## src/rtl/uart_frame_pkg.sv

```systemverilog
// Shared types for the UART receive frame controller.
//   frame_state_t : controller states (HUNT, LEN, PAYLOAD, CHECK, HOLD)
//   err_code_t    : abort cause reported on o_err_code
//   SYNC_DEFAULT  : default frame start marker
package uart_frame_pkg;

  typedef enum logic [2:0] {
    ST_HUNT    = 3'd0,
    ST_LEN     = 3'd1,
    ST_PAYLOAD = 3'd2,
    ST_CHECK   = 3'd3,
    ST_HOLD    = 3'd4
  } frame_state_t;

  typedef enum logic [1:0] {
    ERR_NONE    = 2'd0,
    ERR_BAD_LEN = 2'd1,
    ERR_BAD_CHK = 2'd2,
    ERR_TIMEOUT = 2'd3
  } err_code_t;

  localparam logic [7:0] SYNC_DEFAULT = 8'hA5;

endpackage

```

## src/rtl/uart_rx_frame_buf.sv

```systemverilog
// Payload buffer for the frame controller.
//   clock : write clock
//   we    : write enable
//   waddr : write index
//   wdata : byte to store
//   raddr : read index (asynchronous read)
//   rdata : byte at raddr
// No reset: contents are only meaningful once a frame has been written.
module uart_rx_frame_buf #(
  parameter int MAX_PAYLOAD = 16,
  parameter int AW          = $clog2(MAX_PAYLOAD)
) (
  input  logic          clock,
  input  logic          we,
  input  logic [AW-1:0] waddr,
  input  logic [7:0]    wdata,
  input  logic [AW-1:0] raddr,
  output logic [7:0]    rdata
);

  logic [7:0] mem [MAX_PAYLOAD];

  always_ff @(posedge clock) begin
    if (we) begin
      mem[waddr] <= wdata;
    end
  end

  assign rdata = mem[raddr];

endmodule

```

## src/rtl/uart_rx_frame_ctrl.sv

```systemverilog
// Frame controller behind the UART receiver. Hunts for SYNC, takes LEN and
// LEN payload bytes into a local buffer, verifies the XOR checksum and holds
// the frame for the command decoder until acknowledged.
//   i_clock, i_reset  : clock, synchronous active-high reset
//   i_data_available  : one-cycle strobe per received byte
//   i_data_byte       : received byte
//   i_frame_ack       : consumer releases the held frame
//   i_rd_addr         : payload read index
//   o_rd_data         : payload byte at i_rd_addr (combinational)
//   o_frame_valid     : checked frame held
//   o_frame_len       : LEN of the held frame
//   o_error           : one-cycle pulse on frame abort
//   o_err_code        : cause of the last abort
//   o_overrun         : one-cycle pulse when a byte is dropped in HOLD
module uart_rx_frame_ctrl
  import uart_frame_pkg::*;
#(
  parameter logic [7:0] SYNC_BYTE    = SYNC_DEFAULT,
  parameter int         MAX_PAYLOAD  = 16,
  parameter int         TIMEOUT_CLKS = 50000
) (
  input  logic                           i_clock,
  input  logic                           i_reset,
  input  logic                           i_data_available,
  input  logic [7:0]                     i_data_byte,
  input  logic                           i_frame_ack,
  input  logic [$clog2(MAX_PAYLOAD)-1:0] i_rd_addr,
  output logic [7:0]                     o_rd_data,
  output logic                           o_frame_valid,
  output logic [7:0]                     o_frame_len,
  output logic                           o_error,
  output logic [1:0]                     o_err_code,
  output logic                           o_overrun
);

  localparam int         AW       = $clog2(MAX_PAYLOAD);
  localparam int         IW       = $clog2(TIMEOUT_CLKS);
  localparam logic [7:0] MAX_LEN  = 8'(MAX_PAYLOAD);
  localparam logic [IW-1:0] IDLE_MAX = IW'(TIMEOUT_CLKS - 1);

  frame_state_t  state, state_n;
  logic [7:0]    len_q, len_n;
  logic [7:0]    chk_q, chk_n;
  logic [AW-1:0] idx_q, idx_n;
  logic [IW-1:0] idle_q, idle_n;
  logic [7:0]    frame_len_n;
  logic          error_n;
  logic          overrun_n;
  err_code_t     err_code_q, err_code_n;
  logic          buf_we;

  function automatic logic len_ok(input logic [7:0] len);
    return (len != 8'd0) && (len <= MAX_LEN);
  endfunction

  uart_rx_frame_buf #(
    .MAX_PAYLOAD(MAX_PAYLOAD),
    .AW         (AW)
  ) u_buf (
    .clock(i_clock),
    .we   (buf_we),
    .waddr(idx_q),
    .wdata(i_data_byte),
    .raddr(i_rd_addr),
    .rdata(o_rd_data)
  );

  always_ff @(posedge i_clock) begin
    if (i_reset) begin
      state         <= ST_HUNT;
      len_q         <= '0;
      chk_q         <= '0;
      idx_q         <= '0;
      idle_q        <= '0;
      o_frame_valid <= 1'b0;
      o_frame_len   <= '0;
      o_error       <= 1'b0;
      err_code_q    <= ERR_NONE;
      o_overrun     <= 1'b0;
    end else begin
      state         <= state_n;
      len_q         <= len_n;
      chk_q         <= chk_n;
      idx_q         <= idx_n;
      idle_q        <= idle_n;
      o_frame_valid <= (state_n == ST_HOLD);
      o_frame_len   <= frame_len_n;
      o_error       <= error_n;
      err_code_q    <= err_code_n;
      o_overrun     <= overrun_n;
    end
  end

  assign o_err_code = err_code_q;

  always_comb begin
    state_n     = state;
    len_n       = len_q;
    chk_n       = chk_q;
    idx_n       = idx_q;
    idle_n      = idle_q;
    frame_len_n = o_frame_len;
    error_n     = 1'b0;
    err_code_n  = err_code_q;
    overrun_n   = 1'b0;
    buf_we      = 1'b0;

    unique case (state)
      ST_HUNT: begin
        // Idle counter is held at zero so every frame starts a fresh window.
        idle_n = '0;
        if (i_data_available && (i_data_byte == SYNC_BYTE)) begin
          state_n = ST_LEN;
        end
      end
      ST_LEN: begin
        if (i_data_available) begin
          idle_n = '0;
          if (len_ok(i_data_byte)) begin
            len_n   = i_data_byte;
            chk_n   = i_data_byte;
            idx_n   = '0;
            state_n = ST_PAYLOAD;
          end else begin
            error_n    = 1'b1;
            err_code_n = ERR_BAD_LEN;
            state_n    = ST_HUNT;
          end
        end
      end
      ST_PAYLOAD: begin
        if (i_data_available) begin
          idle_n = '0;
          buf_we = 1'b1;
          chk_n  = chk_q ^ i_data_byte;
          idx_n  = idx_q + AW'(1);
          if (8'(idx_q) == (len_q - 8'd1)) begin
            state_n = ST_CHECK;
          end
        end
      end
      ST_CHECK: begin
        if (i_data_available) begin
          idle_n = '0;
          if (i_data_byte == chk_q) begin
            frame_len_n = len_q;
            state_n     = ST_HOLD;
          end else begin
            error_n    = 1'b1;
            err_code_n = ERR_BAD_CHK;
            state_n    = ST_HUNT;
          end
        end
      end
      ST_HOLD: begin
        // Every byte arriving while a frame is held is lost, even on the ack cycle.
        overrun_n = i_data_available;
        if (i_frame_ack) begin
          state_n = ST_HUNT;
        end
      end
      default: begin
        state_n = ST_HUNT;
      end
    endcase

    // Inter-byte timeout inside a frame; a strobe in the same cycle takes priority.
    if (!i_data_available &&
        ((state == ST_LEN) || (state == ST_PAYLOAD) || (state == ST_CHECK))) begin
      if (idle_q == IDLE_MAX) begin
        error_n    = 1'b1;
        err_code_n = ERR_TIMEOUT;
        state_n    = ST_HUNT;
        idle_n     = '0;
      end else begin
        idle_n = idle_q + IW'(1);
      end
    end
  end

endmodule
```

## config.mk

```make
export PLATFORM = sky130hd
export DESIGN_NAME = uart_rx_frame_ctrl
export DESIGN_NICKNAME = d
export VERILOG_FILES = /design/src/rtl/uart_frame_pkg.sv /design/src/rtl/uart_rx_frame_buf.sv /design/src/rtl/uart_rx_frame_ctrl.sv
export SDC_FILE = /design/constraint.sdc
export NUM_CORES = 1
export LEC_CHECK = 0
export CORE_UTILIZATION = 35
export CTS_CLUSTER_SIZE = 8
export DETAILED_ROUTE_END_ITERATION = 10
export SYNTH_ARGS = -nofsm -noshare
export SYNTH_HDL_FRONTEND = slang
export SYNTH_SLANG_ARGS = --single-unit
```

## constraint.sdc

```tcl
create_clock -name i_clock -period 3.5 [get_ports i_clock]
set_clock_uncertainty 0.15 [all_clocks]
set_input_delay 0.7 -clock i_clock [delete_from_list [all_inputs] [get_ports i_clock]]
set_output_delay 0.7 -clock i_clock [all_outputs]
set_load 0.005 [all_outputs]
```

# == Yosys cells after proc, flatten, opt, wreduce, memory -nomap -nowiden ==
# Memory sizes are Yosys's and may differ from the RTL's.
# Cells that the tools add are included.
# word_totals
regBits,52
ramBits,128
in_bits,16
out_inout_bits,21
elab_cells,87
memories,1
# mem_list
memory,words,word_bits,read_ports,rd_clocked_by_memory_dff,wr,line,text
u_buf.mem,16,8,1,0,1,uart_rx_frame_buf.sv:21,logic [7:0] mem [MAX_PAYLOAD];
# classes
addsub,3
n_lt_le_gt_ge,1
n_eq_ne,13
muxes,41
bitwise,2
reduce_logical,16
# ops
op,n
$mux W16,3
$pmux W16 S2,1
$mux W3,9
$mux W8,3
$add A16 B1 Y16 const B,1
$eq A16 B16 Y1 const B,1
$pmux W8 S2,1
$pmux W3 S5,1
$mux W2,7
$mux W4,3
$mux W1,10
$eq A4 B8 Y1,1
$eq A8 B8 Y1,1
$eq A8 B8 Y1 const B,1
$le A8 B5 Y1 const B,1
$pmux W4 S2,1
$reduce_bool A8 Y1,1
$sub A8 B1 Y8 const B,1
$xor A8 B8 Y8,1
$eq A3 B2 Y1 const B,2
$eq A3 B3 Y1 const B,2
$ne A2 B2 Y1 const B,3
$reduce_and A3 Y1,2
$add A4 B1 Y4 const B,1
15 further kinds,18

# == Longest topological paths before layout ==
# Gate-level depths: netlist of the first run.
# depth
depth_word,8
depth_mapped,8
mapped_depth_nobuf,7

# == Cells and area by module ==
# A second synthesis of the first run with hierarchy kept.
# hier_totals
cells_unflattened,539
area_unflattened_um2,7621.1
# by_module_without_submodules
mod,instances,cells_per_inst,area_per_inst_um2,seq_area_each_um2
uart_rx_frame_buf,1,221,4987.3,3843.7
uart_rx_frame_ctrl,1,318,2633.8,1041.0

# == Least setup slack after synthesis of the first run ==
# Ideal clock, no wire load.
# synth_timing
path_kind,input to output
startpoint,input i_rd_addr[0]
endpoint,output o_rd_data[0]
arrival_ns,2.213
required_ns,2.650
slack_ns,0.437
cell_stages,4
cell_sequence,clkbuf_1 -> buf_2 -> mux4_2 -> mux4_2
# synth_via
elab_chain_cells,1
# synth_lines
element,line,text
"start, declared",uart_rx_frame_ctrl.sv:27,"input logic [$clog2(MAX_PAYLOAD)-1:0] i_rd_addr,"
$mem_v2 Z16 W8,n/a,
"end, declared",uart_rx_frame_ctrl.sv:28,"output logic [7:0] o_rd_data,"
# Every way passes these cells.

# == Final worst setup path of the first run ==
# layout_timing
startpoint,input i_rd_addr[0]
endpoint,output o_rd_data[2]
# The elaborated chain is that of the path after synthesis.

==> results of run 1 <==
[sequential cells by signal (all words and copies together) (netlist names)]
name           count
o_frame_valid      1
o_error            1
idx_q              4
len_q              8
u_buf.mem        128
chk_q              8
idle_q            16
state              3
o_frame_len        8
o_overrun          1
o_err_code         2
[kinds of logic after synthesis]
| family | share of synthesized area (%) |
|---|---|
| and+or+nand+nor | 11.8 |
| DFF | 64.5 |
| AOI/OAI and AO/OA | 5.24 |
| muxes | 13.0 |
| buffers and inverters | 2.51 |
| xor gates and xnor gates | 1.97 |
| adders and majority gates | 0.992 |
[layout make-up]
cell class	instances	area (um2)	share of cell area, %
Multi-Input combinational cell	314	2490	27.7
Clock inverter	15	155	1.72
Inverter	11	41.3	0.458
Antenna cell	2	5.00	0.0555
Clock buffer	17	425	4.72
Sequential cell	180	4880	54.1
Timing Repair Buffer	71	671	7.43
Tap cell	275	344	3.81
[critical path, delay by kind of cell]
| family | cells | cell delay [ns] |
|---|---|---|
| multiplexers | 2 | 1.02 |
| buffers and inverters | 3 | 0.80 |
[through the flow]
step / hold slack, ns / total power, mW / TNS, ns
after detailed placement: 0.320 / 2.51 / -0.656
after global routing: 0.361 / 4.48 / 0
after CTS: 0.329 / 4.38 / 0
after global placement: 0.310 / 2.51 / -0.554
final: 0.317 / 4.34 / 0
after floorplan: 0.303 / 2.42 / 0
[routing by layer]
metal,up-vias,part of all wire (%)
li1,2171,-
met1,2333,43
met3,17,5.0
met4,0,1.7
met5,-,0
met2,126,50
[timing repair]
item / 4_1_cts / 5_1_grt
gates resized for setup: 1 / 2
setup endpoints to repair: 8 / 6
pin swaps: 0 / 0
cloned: 1 / 0
[power by group through the flow]
| stage | Clock, mW | Combinational (mW) | Sequential, mW |
|---|---|---|---|
| floorplan | 0 | 0.0913 | 2.32 |
| detailed placement | 0 | 0.189 | 2.32 |
| global route | 2.00 | 0.207 | 2.27 |
| CTS | 1.91 | 0.195 | 2.28 |
| finish | 1.87 | 0.193 | 2.28 |
| global placement | 0 | 0.185 | 2.32 |
[final timing paths]
| path | endpoint | cells past startpoint |
|---|---|---|
| hold / removal | o_err_code[1] | 2 |
| hold reg to reg | o_err_code[1] | 2 |
| setup reg to reg | idle_q[10] | 5 |
| setup / recovery | o_rd_data[2] | 5 |
[cell usage in the layout, fill, tap and decap left out, drive strengths merged, types with 3 or more instances in the layout]
cell type	netlist	final
a21oi	25	25
a221oi	4	4
a311oi	5	5
a31oi	8	8
and2	5	5
and3	3	3
buf	14	36
clkbuf	18	18
clkdlybuf4s50	0	33
clkinv	0	8
dfxtp	52	52
edfxtp	128	128
ha	6	6
inv	11	15
mux2i	8	8
mux4	40	40
nand2	53	53
nand2b	4	4
nand3	19	19
nand4	9	9
nor2	46	46
nor3	17	17
nor4	5	5
o21ai	6	6
o21bai	3	3
or3	6	6
xnor2	11	11
xor2	6	6
==> flow_summary.yaml, run 1 <==
clock_network:
  cts_buffers: 17
  postCtsHoldBufs: 0
  postCtsSetupBuffers: 0
  cts_max_level: 4
  clock_sinks: 180
  cts_tree: "yes"
  cts_buffer_depth: 2
  clk-insertion-delay-late_ns: 0.42
  root_buffer: "clkbuf_16"
  path_clk_slew_ns: 0.06
power:
  powerDensity_nw_per_um2: 482
  sw_frac_of_total_pct: 20.9
  switching_power_mw: 0.909
  clockPowerShare_pct: 43.2
  p_leak_nw: 2.84
  p_seq_share_pct: 52.4
  p_int_mw: 3.43
  comb_power_share_pct: 4.4
  ir_drop_uv: 337
cells_and_area:
  nets: 617
  synthToLayoutAreaGrowth_pct: 19.2
  final_util_pct: 42.8
  finalInstanceArea_um2: 9020
  fillers: 1912
  stdcell_count: 885
  layout-drive-gt1-share_pct: 18.9
placed_design:
  post_dp_cell_area_um2: 8410
  gp_congestion: 0.803
  dp_hpwl_um: 11300
  placed_cells_incl_taps: 850
  place_ws_ns: -0.106
  port_buffers: 36
yosys:
  yosys_warnings: 0
  synth_top_area_cell: "edfxtp_1"
  syn_nets: 559
  synth.avg_cell_area_um2: 14.1
  syn-cell-area_um2: 7570
  async_flop_share_pct: 0
  synth.most_common_cell: "edfxtp_1"
  ys_seq_area_share_pct: 64.5
  synth_area_leaders: "edfxtp_1 (51%), dfxtp_1 (14%), mux4_2 (12%)"
  yosys.area.top_type_share_pct: 50.8
  ys_ff_latch: 180
  synth_edf_count: 128
  synthCells: 537
  synth_cell_types: 53
  synth_common_cells: "edfxtp_1 (128), nand2_1 (53), dfxtp_1 (52)"
  ys.flop_type: "edfxtp_1"
grt:
  grt_max_degree: 45
  grtUsageMet3_pct: 3.18
  grt_pass1_wl_um: 27400
  grtUsageMet1_pct: 21.8
  track_usage_pct: 16.9
  grtUsageMet2_pct: 28.2
  overflow: 0
  grt_pass1_vias: 4831
  antenna_found_initial: 0
  busiest_layer: "met2"
floorplanning:
  core_um2: 21100
  die_w_um: 149
  fp.dieArea_um2: 22200
  rows: 53
  start_util_pct: 35.9
  num_io_pins: 37
  fp.dieH_um: 149
timing:
  fmax_mhz: 295
  layout_setup_ws_ns: 0.108
  tightest_slew_ns: 0.785
  fin_crit_sh_pct: 96.9
  maxSlewHeadroom_pct: 47.7
  hold_viol: 0
  rsz0062_at_grt: "false"
  setup_viol: 0
  slew_viol_final: 0
  fin_crit_ns: 3.39
critical_path:
  worstSetupPathType: "in -> out"
  start_kind: "input pin"
  worstSetupStartpoint: "i_rd_addr[0]"
  slowest_delay_ns: 0.53
  cp.arrival_ns: 2.54
  crit_chain: "buf_2, buf_12, mux4_2, mux4_2, clkdlybuf4s50_1"
  slowest_stage: "mux4_2"
  cpMostUsedCell: "mux4_2"
  cp_max_fo: 24
  crit_required_ns: 2.65
  r2r-start: "idle_q[7]"
  reg2reg_slack_ns: 1.24
  endpoint_kind: "output port"
routing:
  ant_nets: 0
  dr.pass1.iters: 4
  wl_per_cell_um: 19.5
  drt_wl_total_um: 17300
  vias: 4647
  drtIter0Drc: 414
  vias_per_cell: 5.25
  post-route-drc-count: 0
worst_hold_path:
  hold_class: "reg -> reg"
  hold_path_startpoint: "o_err_code[1]"
run:
  drv_cap: 0
status:
  status: "finished, final reports clean"
No activity file was read; power rests on OpenSTA's default activity.
==> run 2: changes to the inputs <==
--- a/config.mk
+++ b/config.mk
@@ -8,6 +8,7 @@
 export CORE_UTILIZATION = 35
 export CTS_CLUSTER_SIZE = 8
 export DETAILED_ROUTE_END_ITERATION = 10
+export GPL_ROUTABILITY_DRIVEN = 0
 export SYNTH_ARGS = -nofsm -noshare
 export SYNTH_HDL_FRONTEND = slang
 export SYNTH_SLANG_ARGS = --single-unit
==> results of run 2 <==
Same layout as run 1: the final DEF is identical, and so are final timing and power.
==> run 3: changes to the inputs <==
--- a/config.mk
+++ b/config.mk
@@ -5,6 +5,7 @@
 export SDC_FILE = /design/constraint.sdc
 export NUM_CORES = 1
 export LEC_CHECK = 0
+export CORE_MARGIN = 5
 export CORE_UTILIZATION = 35
 export CTS_CLUSTER_SIZE = 8
 export DETAILED_ROUTE_END_ITERATION = 10
==> flow_summary.yaml, run 3 (synthesized netlist as in run 1, its figures left out) <==
status:
  status: "finished, final reports clean"
clock_network:
  root_buffer: "clkbuf_16"
  cts_buffers: 17
  cts_tree: "yes"
  cts_buffer_depth: 2
  path_clk_slew_ns: 0.07
  clock_sinks: 180
  postCtsSetupBuffers: 0
  clk-insertion-delay-late_ns: 0.42
  cts_max_level: 4
timing:
  rsz0062_at_grt: "false"
  slew_viol_final: 0
  fin_crit_ns: 3.42
  maxSlewHeadroom_pct: 49.3
  layout_setup_ws_ns: 0.0821
  setup_viol: 0
  tightest_slew_ns: 0.761
  fin_crit_sh_pct: 97.7
  hold_viol: 0
  fmax_mhz: 293
cells_and_area:
  nets: 623
  final_util_pct: 43.0
  final_cell_mix: "edfxtp_1 (128), nand2_1 (53), dfxtp_1 (52)"
  mostFrequentLayoutCell: "edfxtp_1"
  regMostFlops: "u_buf.mem"
  layout-drive-gt1-share_pct: 19.7
  top_regs: "u_buf.mem (128), idle_q (16)"
  diodes: 0
  synthToLayoutAreaGrowth_pct: 20.2
  largest_reg_flops: 128
placed_design:
  port_buffers: 36
  dp_hpwl_um: 11500
  place_ws_ns: -0.130
grt:
  antenna_found_initial: 0
  grt_pass1_wl_um: 26800
  overflow: 0
  track_usage_pct: 14.5
  grt_max_degree: 44
  grt_pass1_vias: 4805
power:
  switching_power_mw: 0.992
  p_int_mw: 3.41
  ir_drop_uv: 327
  comb_power_share_pct: 4.4
  sw_frac_of_total_pct: 22.5
  p_seq_share_pct: 51.7
  clockPowerShare_pct: 43.9
  p_leak_nw: 2.88
  powerDensity_nw_per_um2: 484
routing:
  vias: 4680
  vias_per_cell: 5.26
  dr.pass1.iters: 4
  drtIter0Drc: 347
  wl_per_cell_um: 19.2
  post-route-drc-count: 0
  drt_wl_total_um: 17100
  ant_nets: 0
floorplanning:
  core_um2: 21200
  fp.dieH_um: 157
  start_util_pct: 35.8
  fp.dieArea_um2: 24700
  die_w_um: 157
  num_io_pins: 37
  rows: 53
critical_path:
  crit_required_ns: 2.65
  start_kind: "input pin"
  cp_max_fo: 18
  cp.arrival_ns: 2.57
  worstSetupPathType: "in -> out"
  endpoint_kind: "output port"
worst_hold_path:
  hold_class: "reg -> reg"
run:
  drv_cap: 0
run 3: changes by cell type in the layout (fill, tap and decap cells not counted), sizes merged:
cell         before  now
buf              36   42
clkinv            8    4
bufinv            2    1
inv              15   18
clkinvlp          1    3
clkbuf           18   17
dlygate4sd2       0    1
diode             2    0
run 3: cell type report:
cell class              count  area [um2]
inverters                  11        41.3
fillers                  1866       12100
clock buffers              17         425
repair buffers             77         719
clock inverters            15         186
flip-flops and latches    180        4880
well taps                 275         344
multi-input cells         314        2490
run 3: worst paths after layout:
kind / start / to / slack (ns) / cells after the start
worst min register to register: o_err_code[0] / o_err_code[0] / 0.35 / 2
worst max register to register: state[2] / u_buf.mem[10][5] / 1.11 / 5
worst min-delay path: o_err_code[0] / o_err_code[0] / 0.35 / 2
worst max-delay path: i_rd_addr[0] / o_rd_data[0] / 0.08 / 5
run 3: routing by layer:
| metal | wire, um | global-route usage, % | vias up | part of all wire, % |
|---|---|---|---|---|
| met5 | 0 | 0 | - | 0 |
| met4 | 279 | 4.75 | 0 | 1.6 |
| met3 | 718 | 2.58 | 16 | 4.2 |
| met2 | 8550 | 24.3 | 135 | 50 |
| met1 | 7560 | 19.2 | 2350 | 44 |
| li1 | - | - | 2179 | - |
run 3: metrics by stage:
| stage | total power, mW | instances | cell area, um2 | setup TNS, ns | hold WS [ns] |
|---|---|---|---|---|---|
| after global routing | 4.55 | 889 | 9100 | 0 | 0.370 |
| after detailed placement | 2.52 | 856 | 8450 | -0.612 | 0.335 |
| after global placement | 2.51 | 856 | 8450 | -0.495 | 0.322 |
| final | 4.40 | 889 | 9100 | 0 | 0.350 |
| after CTS | 4.44 | 889 | 9100 | 0 | 0.356 |
| after floorplan | 2.42 | 537 | 7570 | 0 | 0.303 |
run 3: repair_timing:
| action | 4_1_cts | 5_1_grt |
|---|---|---|
| setup endpoints to repair | 8 | 0 |
| hold buffers | 0 | 0 |
| gates resized for setup | 1 | 0 |
run 3: power groups by stage:
stage	registers [mW]	clock network (mW)	logic [mW]
after detailed placement	2.32	0	0.193
after floorplan	2.32	0	0.0913
after CTS	2.27	1.97	0.198
after global routing	2.27	2.07	0.210
final	2.27	1.93	0.195
after global placement	2.32	0	0.188
run 3: critical path, stage by stage:
cell and delay [ns]:
buf_2 0.13, buf_12 0.20, mux4_2 0.52, mux4_2 0.52, clkdlybuf4s50_1 0.48
